## src/rtl/wash_cycle_sequencer_if.sv

```systemverilog
// Panel-side inputs and actuator/status outputs of the wash cycle sequencer.
// The master drives the panel inputs and the slave is the sequencer itself.
interface wash_cycle_sequencer_if;
  logic       tick_1s;
  logic       run_pulse;
  logic       lid_open;
  logic [2:0] prog_sel;
  logic [1:0] water_lvl;
  logic       valve_in;
  logic       valve_out;
  logic       motor_wash;
  logic       motor_spin;
  logic [3:0] phase;
  logic [7:0] phase_left;
  logic [7:0] total_left;
  logic       running;
  logic       done_beep;

  modport master (
    output tick_1s, run_pulse, lid_open, prog_sel, water_lvl,
    input  valve_in, valve_out, motor_wash, motor_spin,
           phase, phase_left, total_left, running, done_beep
  );

  modport slave (
    input  tick_1s, run_pulse, lid_open, prog_sel, water_lvl,
    output valve_in, valve_out, motor_wash, motor_spin,
           phase, phase_left, total_left, running, done_beep
  );
endinterface

```

## src/rtl/wash_cycle_sequencer.sv

```systemverilog
// Washer program sequencer: steps fill/wash/drain/rinse/spin/dry phases from a 1 s tick,
// owns run/pause and the lid interlock, and decodes valve/motor enables.
module wash_cycle_sequencer #(
  parameter int FILL_T  = 2,
  parameter int WASH_T  = 9,
  parameter int RINSE_T = 6,
  parameter int DRAIN_T = 3,
  parameter int SPIN_T  = 3,
  parameter int DRY_T   = 5,
  parameter int BEEP_T  = 3
) (
  input logic                   clk,
  input logic                   in_resetBtn,
  wash_cycle_sequencer_if.slave bus
);

  typedef enum logic [3:0] {
    IDLE    = 4'd0,
    W_FILL  = 4'd1,
    WASH    = 4'd2,
    W_DRAIN = 4'd3,
    R_FILL  = 4'd4,
    RINSE   = 4'd5,
    R_DRAIN = 4'd6,
    R_SPIN  = 4'd7,
    D_SPIN  = 4'd8,
    DONE    = 4'd9
  } phase_e;

  phase_e     state;
  logic [7:0] phaseLeft;
  logic [7:0] totalLeft;
  logic [7:0] fillTime;
  logic [2:0] selLatch;
  logic       runFlag;
  logic       beep;

  // Successor of a phase, skipping program blocks whose select bit is clear.
  function automatic phase_e nextPhase(phase_e cur, logic [2:0] sel);
    phase_e nxt;
    nxt = DONE;
    case (cur)
      IDLE: begin
        if (sel[2])      nxt = W_FILL;
        else if (sel[1]) nxt = R_FILL;
        else if (sel[0]) nxt = D_SPIN;
      end
      W_FILL:  nxt = WASH;
      WASH:    nxt = W_DRAIN;
      W_DRAIN: begin
        if (sel[1])      nxt = R_FILL;
        else if (sel[0]) nxt = D_SPIN;
      end
      R_FILL:  nxt = RINSE;
      RINSE:   nxt = R_DRAIN;
      R_DRAIN: nxt = R_SPIN;
      R_SPIN:  if (sel[0]) nxt = D_SPIN;
      default: nxt = DONE;
    endcase
    return nxt;
  endfunction

  function automatic logic [7:0] phaseTime(phase_e p, logic [7:0] fill);
    logic [7:0] t;
    t = 8'd0;
    case (p)
      W_FILL, R_FILL:   t = fill;
      WASH:             t = 8'(WASH_T);
      RINSE:            t = 8'(RINSE_T);
      W_DRAIN, R_DRAIN: t = 8'(DRAIN_T);
      R_SPIN:           t = 8'(SPIN_T);
      D_SPIN:           t = 8'(DRY_T);
      default:          t = 8'd0;
    endcase
    return t;
  endfunction

  logic [7:0] startFill;
  logic [7:0] startTotal;
  phase_e     startPhase;
  phase_e     advPhase;
  logic       startOk;
  logic       active;

  assign startFill  = 8'(FILL_T) * (8'(bus.water_lvl) + 8'd1);
  assign startTotal = (bus.prog_sel[2] ? startFill + 8'(WASH_T) + 8'(DRAIN_T) : 8'd0)
                    + (bus.prog_sel[1] ? startFill + 8'(RINSE_T) + 8'(DRAIN_T) + 8'(SPIN_T) : 8'd0)
                    + (bus.prog_sel[0] ? 8'(DRY_T) : 8'd0);
  assign startPhase = nextPhase(IDLE, bus.prog_sel);
  assign advPhase   = nextPhase(state, selLatch);
  assign startOk    = bus.run_pulse && (bus.prog_sel != 3'b000) && !bus.lid_open;
  assign active     = runFlag && !bus.lid_open && (state >= W_FILL) && (state <= D_SPIN);

  // NOTE: every register updates with <= so all branches see pre-edge values, which is what
  // lets a run_pulse and a tick in the same cycle both act on the old 'active'.
  always_ff @(posedge clk or negedge in_resetBtn) begin
    if (!in_resetBtn) begin
      state     <= IDLE;
      phaseLeft <= 8'd0;
      totalLeft <= 8'd0;
      fillTime  <= 8'd0;
      selLatch  <= 3'b000;
      runFlag   <= 1'b0;
      beep      <= 1'b0;
    end else begin
      case (state)
        IDLE: begin
          if (startOk) begin
            selLatch  <= bus.prog_sel;
            fillTime  <= startFill;
            state     <= startPhase;
            phaseLeft <= phaseTime(startPhase, startFill);
            totalLeft <= startTotal;
            runFlag   <= 1'b1;
          end
        end
        DONE: begin
          // Beep countdown reuses phaseLeft; a run press cuts it short.
          if (bus.run_pulse || (bus.tick_1s && phaseLeft <= 8'd1)) begin
            state     <= IDLE;
            beep      <= 1'b0;
            phaseLeft <= 8'd0;
          end else if (bus.tick_1s) begin
            phaseLeft <= phaseLeft - 8'd1;
          end
        end
        default: begin
          if (bus.run_pulse) runFlag <= !runFlag;
          if (bus.tick_1s && active) begin
            totalLeft <= (totalLeft != 8'd0) ? totalLeft - 8'd1 : 8'd0;
            if (phaseLeft > 8'd1) begin
              phaseLeft <= phaseLeft - 8'd1;
            end else begin
              state <= advPhase;
              if (advPhase == DONE) begin
                phaseLeft <= 8'(BEEP_T);
                beep      <= 1'b1;
                runFlag   <= 1'b0;
              end else begin
                phaseLeft <= phaseTime(advPhase, fillTime);
              end
            end
          end
        end
      endcase
    end
  end

  assign bus.valve_in   = active && (state == W_FILL || state == R_FILL);
  assign bus.valve_out  = active && (state == W_DRAIN || state == R_DRAIN ||
                                     state == R_SPIN  || state == D_SPIN);
  assign bus.motor_wash = active && (state == WASH || state == RINSE);
  assign bus.motor_spin = active && (state == R_SPIN || state == D_SPIN);
  assign bus.phase      = state;
  assign bus.phase_left = phaseLeft;
  assign bus.total_left = totalLeft;
  assign bus.running    = runFlag;
  assign bus.done_beep  = beep;

endmodule

```

## src/flat_wrapper.sv

```systemverilog
// flat-port wrapper written by rule: the top's interface ports become plain ports
module wash_cycle_sequencer_flat 
#(
  parameter int FILL_T  = 2,
  parameter int WASH_T  = 9,
  parameter int RINSE_T = 6,
  parameter int DRAIN_T = 3,
  parameter int SPIN_T  = 3,
  parameter int DRY_T   = 5,
  parameter int BEEP_T  = 3
)
  (clk, in_resetBtn, bus_tick_1s, bus_run_pulse, bus_lid_open, bus_prog_sel, bus_water_lvl, bus_valve_in, bus_valve_out, bus_motor_wash, bus_motor_spin, bus_phase, bus_phase_left, bus_total_left, bus_running, bus_done_beep);
  wash_cycle_sequencer_if bus_i ();
  input logic clk;
  input logic in_resetBtn;
  input wire logic [$bits(bus_i.tick_1s)-1:0] bus_tick_1s;
  input wire logic [$bits(bus_i.run_pulse)-1:0] bus_run_pulse;
  input wire logic [$bits(bus_i.lid_open)-1:0] bus_lid_open;
  input wire logic [$bits(bus_i.prog_sel)-1:0] bus_prog_sel;
  input wire logic [$bits(bus_i.water_lvl)-1:0] bus_water_lvl;
  output wire logic [$bits(bus_i.valve_in)-1:0] bus_valve_in;
  output wire logic [$bits(bus_i.valve_out)-1:0] bus_valve_out;
  output wire logic [$bits(bus_i.motor_wash)-1:0] bus_motor_wash;
  output wire logic [$bits(bus_i.motor_spin)-1:0] bus_motor_spin;
  output wire logic [$bits(bus_i.phase)-1:0] bus_phase;
  output wire logic [$bits(bus_i.phase_left)-1:0] bus_phase_left;
  output wire logic [$bits(bus_i.total_left)-1:0] bus_total_left;
  output wire logic [$bits(bus_i.running)-1:0] bus_running;
  output wire logic [$bits(bus_i.done_beep)-1:0] bus_done_beep;
  assign bus_i.tick_1s = bus_tick_1s;
  assign bus_i.run_pulse = bus_run_pulse;
  assign bus_i.lid_open = bus_lid_open;
  assign bus_i.prog_sel = bus_prog_sel;
  assign bus_i.water_lvl = bus_water_lvl;
  assign bus_valve_in = bus_i.valve_in;
  assign bus_valve_out = bus_i.valve_out;
  assign bus_motor_wash = bus_i.motor_wash;
  assign bus_motor_spin = bus_i.motor_spin;
  assign bus_phase = bus_i.phase;
  assign bus_phase_left = bus_i.phase_left;
  assign bus_total_left = bus_i.total_left;
  assign bus_running = bus_i.running;
  assign bus_done_beep = bus_i.done_beep;
  wash_cycle_sequencer #(.FILL_T(FILL_T), .WASH_T(WASH_T), .RINSE_T(RINSE_T), .DRAIN_T(DRAIN_T), .SPIN_T(SPIN_T), .DRY_T(DRY_T), .BEEP_T(BEEP_T)) u_core (.clk(clk), .in_resetBtn(in_resetBtn), .bus(bus_i));
endmodule
```

## config.mk

```make
export PLATFORM = sky130hd
export DESIGN_NAME = wash_cycle_sequencer_flat
export DESIGN_NICKNAME = d
export VERILOG_FILES = /design/src/rtl/wash_cycle_sequencer_if.sv /design/src/rtl/wash_cycle_sequencer.sv /design/src/flat_wrapper.sv
export SDC_FILE = /design/constraint.sdc
export NUM_CORES = 1
export LEC_CHECK = 0
export CELL_PAD_IN_SITES_DETAIL_PLACEMENT = 1
export CELL_PAD_IN_SITES_GLOBAL_PLACEMENT = 1
export CORE_MARGIN = 10
export CORE_UTILIZATION = 33
export CTS_CLUSTER_SIZE = 14
export DETAILED_ROUTE_END_ITERATION = 7
export MAX_ROUTING_LAYER = met4
export PLACE_DENSITY = 0.69
export SLEW_MARGIN = 10
export SYNTH_ARGS = -nofsm -noshare
export SYNTH_HDL_FRONTEND = slang
export SYNTH_SLANG_ARGS = --single-unit
export TNS_END_PERCENT = 50
```

## constraint.sdc

```tcl
create_clock -name clk -period 2.7 [get_ports clk]
set_input_delay 0.54 -clock clk [delete_from_list [all_inputs] [get_ports clk]]
set_output_delay 0.54 -clock clk [all_outputs]
set_load 0.05 [all_outputs]
```

==> out/metrics.csv <==
stage,metric,value,unit
outcome,status,completed,
synth,synth_fp_nets,312,
setup_path,crit_buf_inv,1,
sta,hold_violations,0,
clock_network,cts_setup_buffers,0,
sta,clock_skew,0.0108,ns
power_and_ir_drop,cellPowerDensity,1220,nW/um^2
detailed_routing,vias,2384,
floorplan,start_util,34.0,%
power_and_ir_drop,internal_power,0.00179,W
global_routing,grt_max_degree,29,
worst_hold_path,worstHoldPathType,reg -> reg,
global_routing,track_usage,13.9,%
sta,worst_slew_pin_slew,0.671,ns
synth,async_flop_share,100,%
sta,fin_crit,2.55,ns
sta,finalSetupTns,0,ns
synth,synth_top_family_by_area,compound AO/OA/AOI/OAI gates,
worst_hold_path,hold_path.startpoint,u_core.fillTime[2]$_DFFE_PN0P_,
final_layout,final_common_cell,buf_4,
synth,synth_edf_count,0,
power_and_ir_drop,vdd_drop_max,0.457,mV
setup_path,end_kind,output port,
setup_path,arrival,2.01,ns
global_routing,grt_antenna_before_repair,0,
floorplan,dieArea,10800,sq um
power_and_ir_drop,sequentialPowerShare,21.2,%
clock_network,ctsHoldBuffers,0,
detailed_routing,route.detailed.drc,0,
setup_path,worstPathCellList,or4_1 > nand4_1 > a21oi_1 > buf_12,
synth,syn-cell-area,2320,sq um
power_and_ir_drop,swShare,52.9,%
sta,fin_crit_sh,94.3,%
power_and_ir_drop,leakage,1.27,nW
final_layout,diodes,0,
global_routing,grt_pass1_vias,2499,
power_and_ir_drop,clock_power_share,7.5,%
clock_network,cts_buffers,3,
placement,placed_area,3030,sq um
power_and_ir_drop,power.switching,0.00201,W
synth,synthCells,287,
final_layout,fin_nets,367,
setup_path,critical_path.max_stage_delay,0.68,ns
floorplan,fp.coreArea,6830,sq um
synth,synth-simple-area-share,25.1,%
final_layout,drive_gt1_share,17.0,%
synth,synthDistinctLibCells,54,
placement,io_buffers,35,
clock_network,ctsResizeCount,9,
synth,avgSynthCellArea,8.09,sq um
flow_run,max-cap-violations,0,
clock_network,cts.clk_slew.worst_paths,0.10,ns
sta,rsz0062_at_grt,no,
sta,slew_viol_final,0,
final_layout,final_cell_mix,"buf_4, nor2_1, clkdlybuf4s50_1",
global_routing,grt-ovfl-total,0,
setup_path,cp_slowest_cell,or4_1,
synth,synth-xor-area-share,2.26,%
detailed_routing,drtIter0Drc,105,
setup_path,crit_fanout,8,
placement,place_inst,433,
final_layout,stdcell_area,3100,sq um
setup_path,r2r_start,u_core.bus.phase_left[5]$_DFFE_PN0P_,
synth,synth-compound-area-share,25.4,%
setup_path,startpoint_type,flip-flop,
floorplan,die_h,104,microns
clock_network,h-tree-depth,1,
floorplan,io_pins,36,
detailed_routing,routedWlPerCell,16.8,microns
synth,ys_ff_latch,28,
placement,post-dp-hpwl,5680,microns
final_layout,area_growth,33.6,%
detailed_routing,drt_pass1_iterations,4,
synth,synth_ff_type,dfrtp_1,
synth,ys_warn_count,0,
detailed_routing,postRouteWirelength,7360,microns
sta,whs,0.509,ns
sta,slew_headroom,54.9,%
detailed_routing,ant_nets,0,
synth,muxShareOfSynthArea,2.37,%
sta,setup_violations,0,
setup_path,crit_type,reg -> out,
clock_network,cts.sinks,28,
global_routing,grt_pass1_wl,12700,microns
clock_network,cts-root-buf,clkbuf_8,
setup_path,startpoint,u_core.bus.phase[0]$_DFFE_PN0P_,
placement,gp_congestion,0.825,
synth,synth-seq-area-share,30.2,%
floorplan,chipWidth,104,microns
sta,max_freq,393,MHz
synth,synthAdderAreaFrac,8.73,%
power_and_ir_drop,pwr-share-comb,71.3,%
final_layout,fin_cells,437,
clock_network,clock_path_buffers,2,
setup_path,crit_family,simple AND/OR/NAND/NOR gates,
setup_path,cp.required,2.16,ns
clock_network,cts_tree,yes,
clock_network,clock_latency,0.29,ns
detailed_routing,via_per_inst,5.46,
floorplan,std_cell_rows,30,
final_layout,n_fill_cell,840,
-- metrics by stage --
step	worst slack (ns)	power, W	utilization (%)
final	0.154	0.00380	45.4
after floorplan	-0.161	0.00254	-
after global placement	-0.395	0.00347	44.3
after CTS	0.153	0.00383	45.4
after detailed placement	-0.479	0.00353	44.3
after global routing	0.0201	0.00411	45.4
-- metal layers --
layer | routed length (microns) | global-route usage [%]
met4 | 63 | 2.68
met2 | 3560 | 22.3
met1 | 3510 | 18.3
met3 | 222 | 2.11
met5 | 0 | -
-- power by group through the flow --
| stage | clock network, W | registers, W | logic [W] |
|---|---|---|---|
| 2_1_floorplan | 0 | 0.00121 | 0.00133 |
| 3_3_place_gp | 0 | 0.000809 | 0.00266 |
| 3_5_place_dp | 0 | 0.000815 | 0.00271 |
| 4_1_cts | 0.000296 | 0.000808 | 0.00273 |
| 5_1_grt | 0.000305 | 0.000848 | 0.00296 |
| 6_report | 0.000286 | 0.000806 | 0.00271 |
-- worst paths after layout --
path / depth (start not counted) / to / slack (ns)
max: 4 / bus_valve_out / 0.15
min: 1 / u_core.fillTime[2]$_DFFE_PN0P_ / 0.51
max reg2reg: 4 / u_core.bus.phase_left[1]$_DFFE_PN0P_ / 0.25
min reg2reg: 1 / u_core.fillTime[2]$_DFFE_PN0P_ / 0.51
max in group asynchronous: 2 / u_core.bus.total_left[7]$_DFFE_PN0P_ / 1.77
min in group asynchronous: 2 / u_core.bus.done_beep$_DFFE_PN0P_ / 0.63
-- area by class of cell --
class | instances | area, sq um | share of cell area [%]
Multi-Input combinational cell | 224 | 1520 | 49.1
Sequential cell | 28 | 701 | 22.6
Timing Repair Buffer | 69 | 643 | 20.7
Tap cell | 96 | 120 | 3.87
Inverter | 16 | 60.1 | 1.94
Clock buffer | 4 | 55.1 | 1.77
-- cells in the mapped netlist, types with 2 or more instances --
library cell,instances,area (sq um)
dfrtp_1,28,701
nor3b_1,2,15.0
inv_1,16,60.1
buf_2,5,25.0
nor3_1,9,45.0
o21ai_0,12,60.1
a21oi_1,21,105
nor4_1,4,25.0
nor2b_1,12,75.1
o32a_1,2,20.0
or4_1,6,45.0
o32ai_1,2,17.5
o31ai_1,4,30.0
nand2_1,19,71.3
nand2b_1,4,25.0
xnor2_1,4,35.0
xor2_1,2,17.5
nand3_1,4,20.0
a21o_1,4,30.0
clkbuf_1,14,52.6
or3_1,4,25.0
o21ai_1,14,70.1
ha_1,13,163
nor2_1,33,124
and2_1,3,18.8
a221oi_1,3,26.3
a31oi_1,5,31.3
mux2_1,4,45.0
fa_1,2,40.0
o211ai_1,4,30.0
o221ai_1,3,26.3
a32oi_1,3,26.3
-- registers in the layout, summed over array words and instances, names as in the netlist --
register / cells
u_core.bus.phase_left: 8
u_core.bus.done_beep: 1
u_core.bus.total_left: 8
u_core.bus.running: 1
u_core.selLatch: 3
u_core.fillTime: 3
u_core.bus.phase: 4
-- cell families (layout without fill, tap and decap cells) --
logic type	Yosys count	in the layout
buf+inv	35	89
flops	28	28
simple gates	109	109
compound gates	89	89
fa+ha+maj	15	15
xor+xnor	6	6
mux	5	5
No activity file was read; power rests on OpenSTA's default activity.
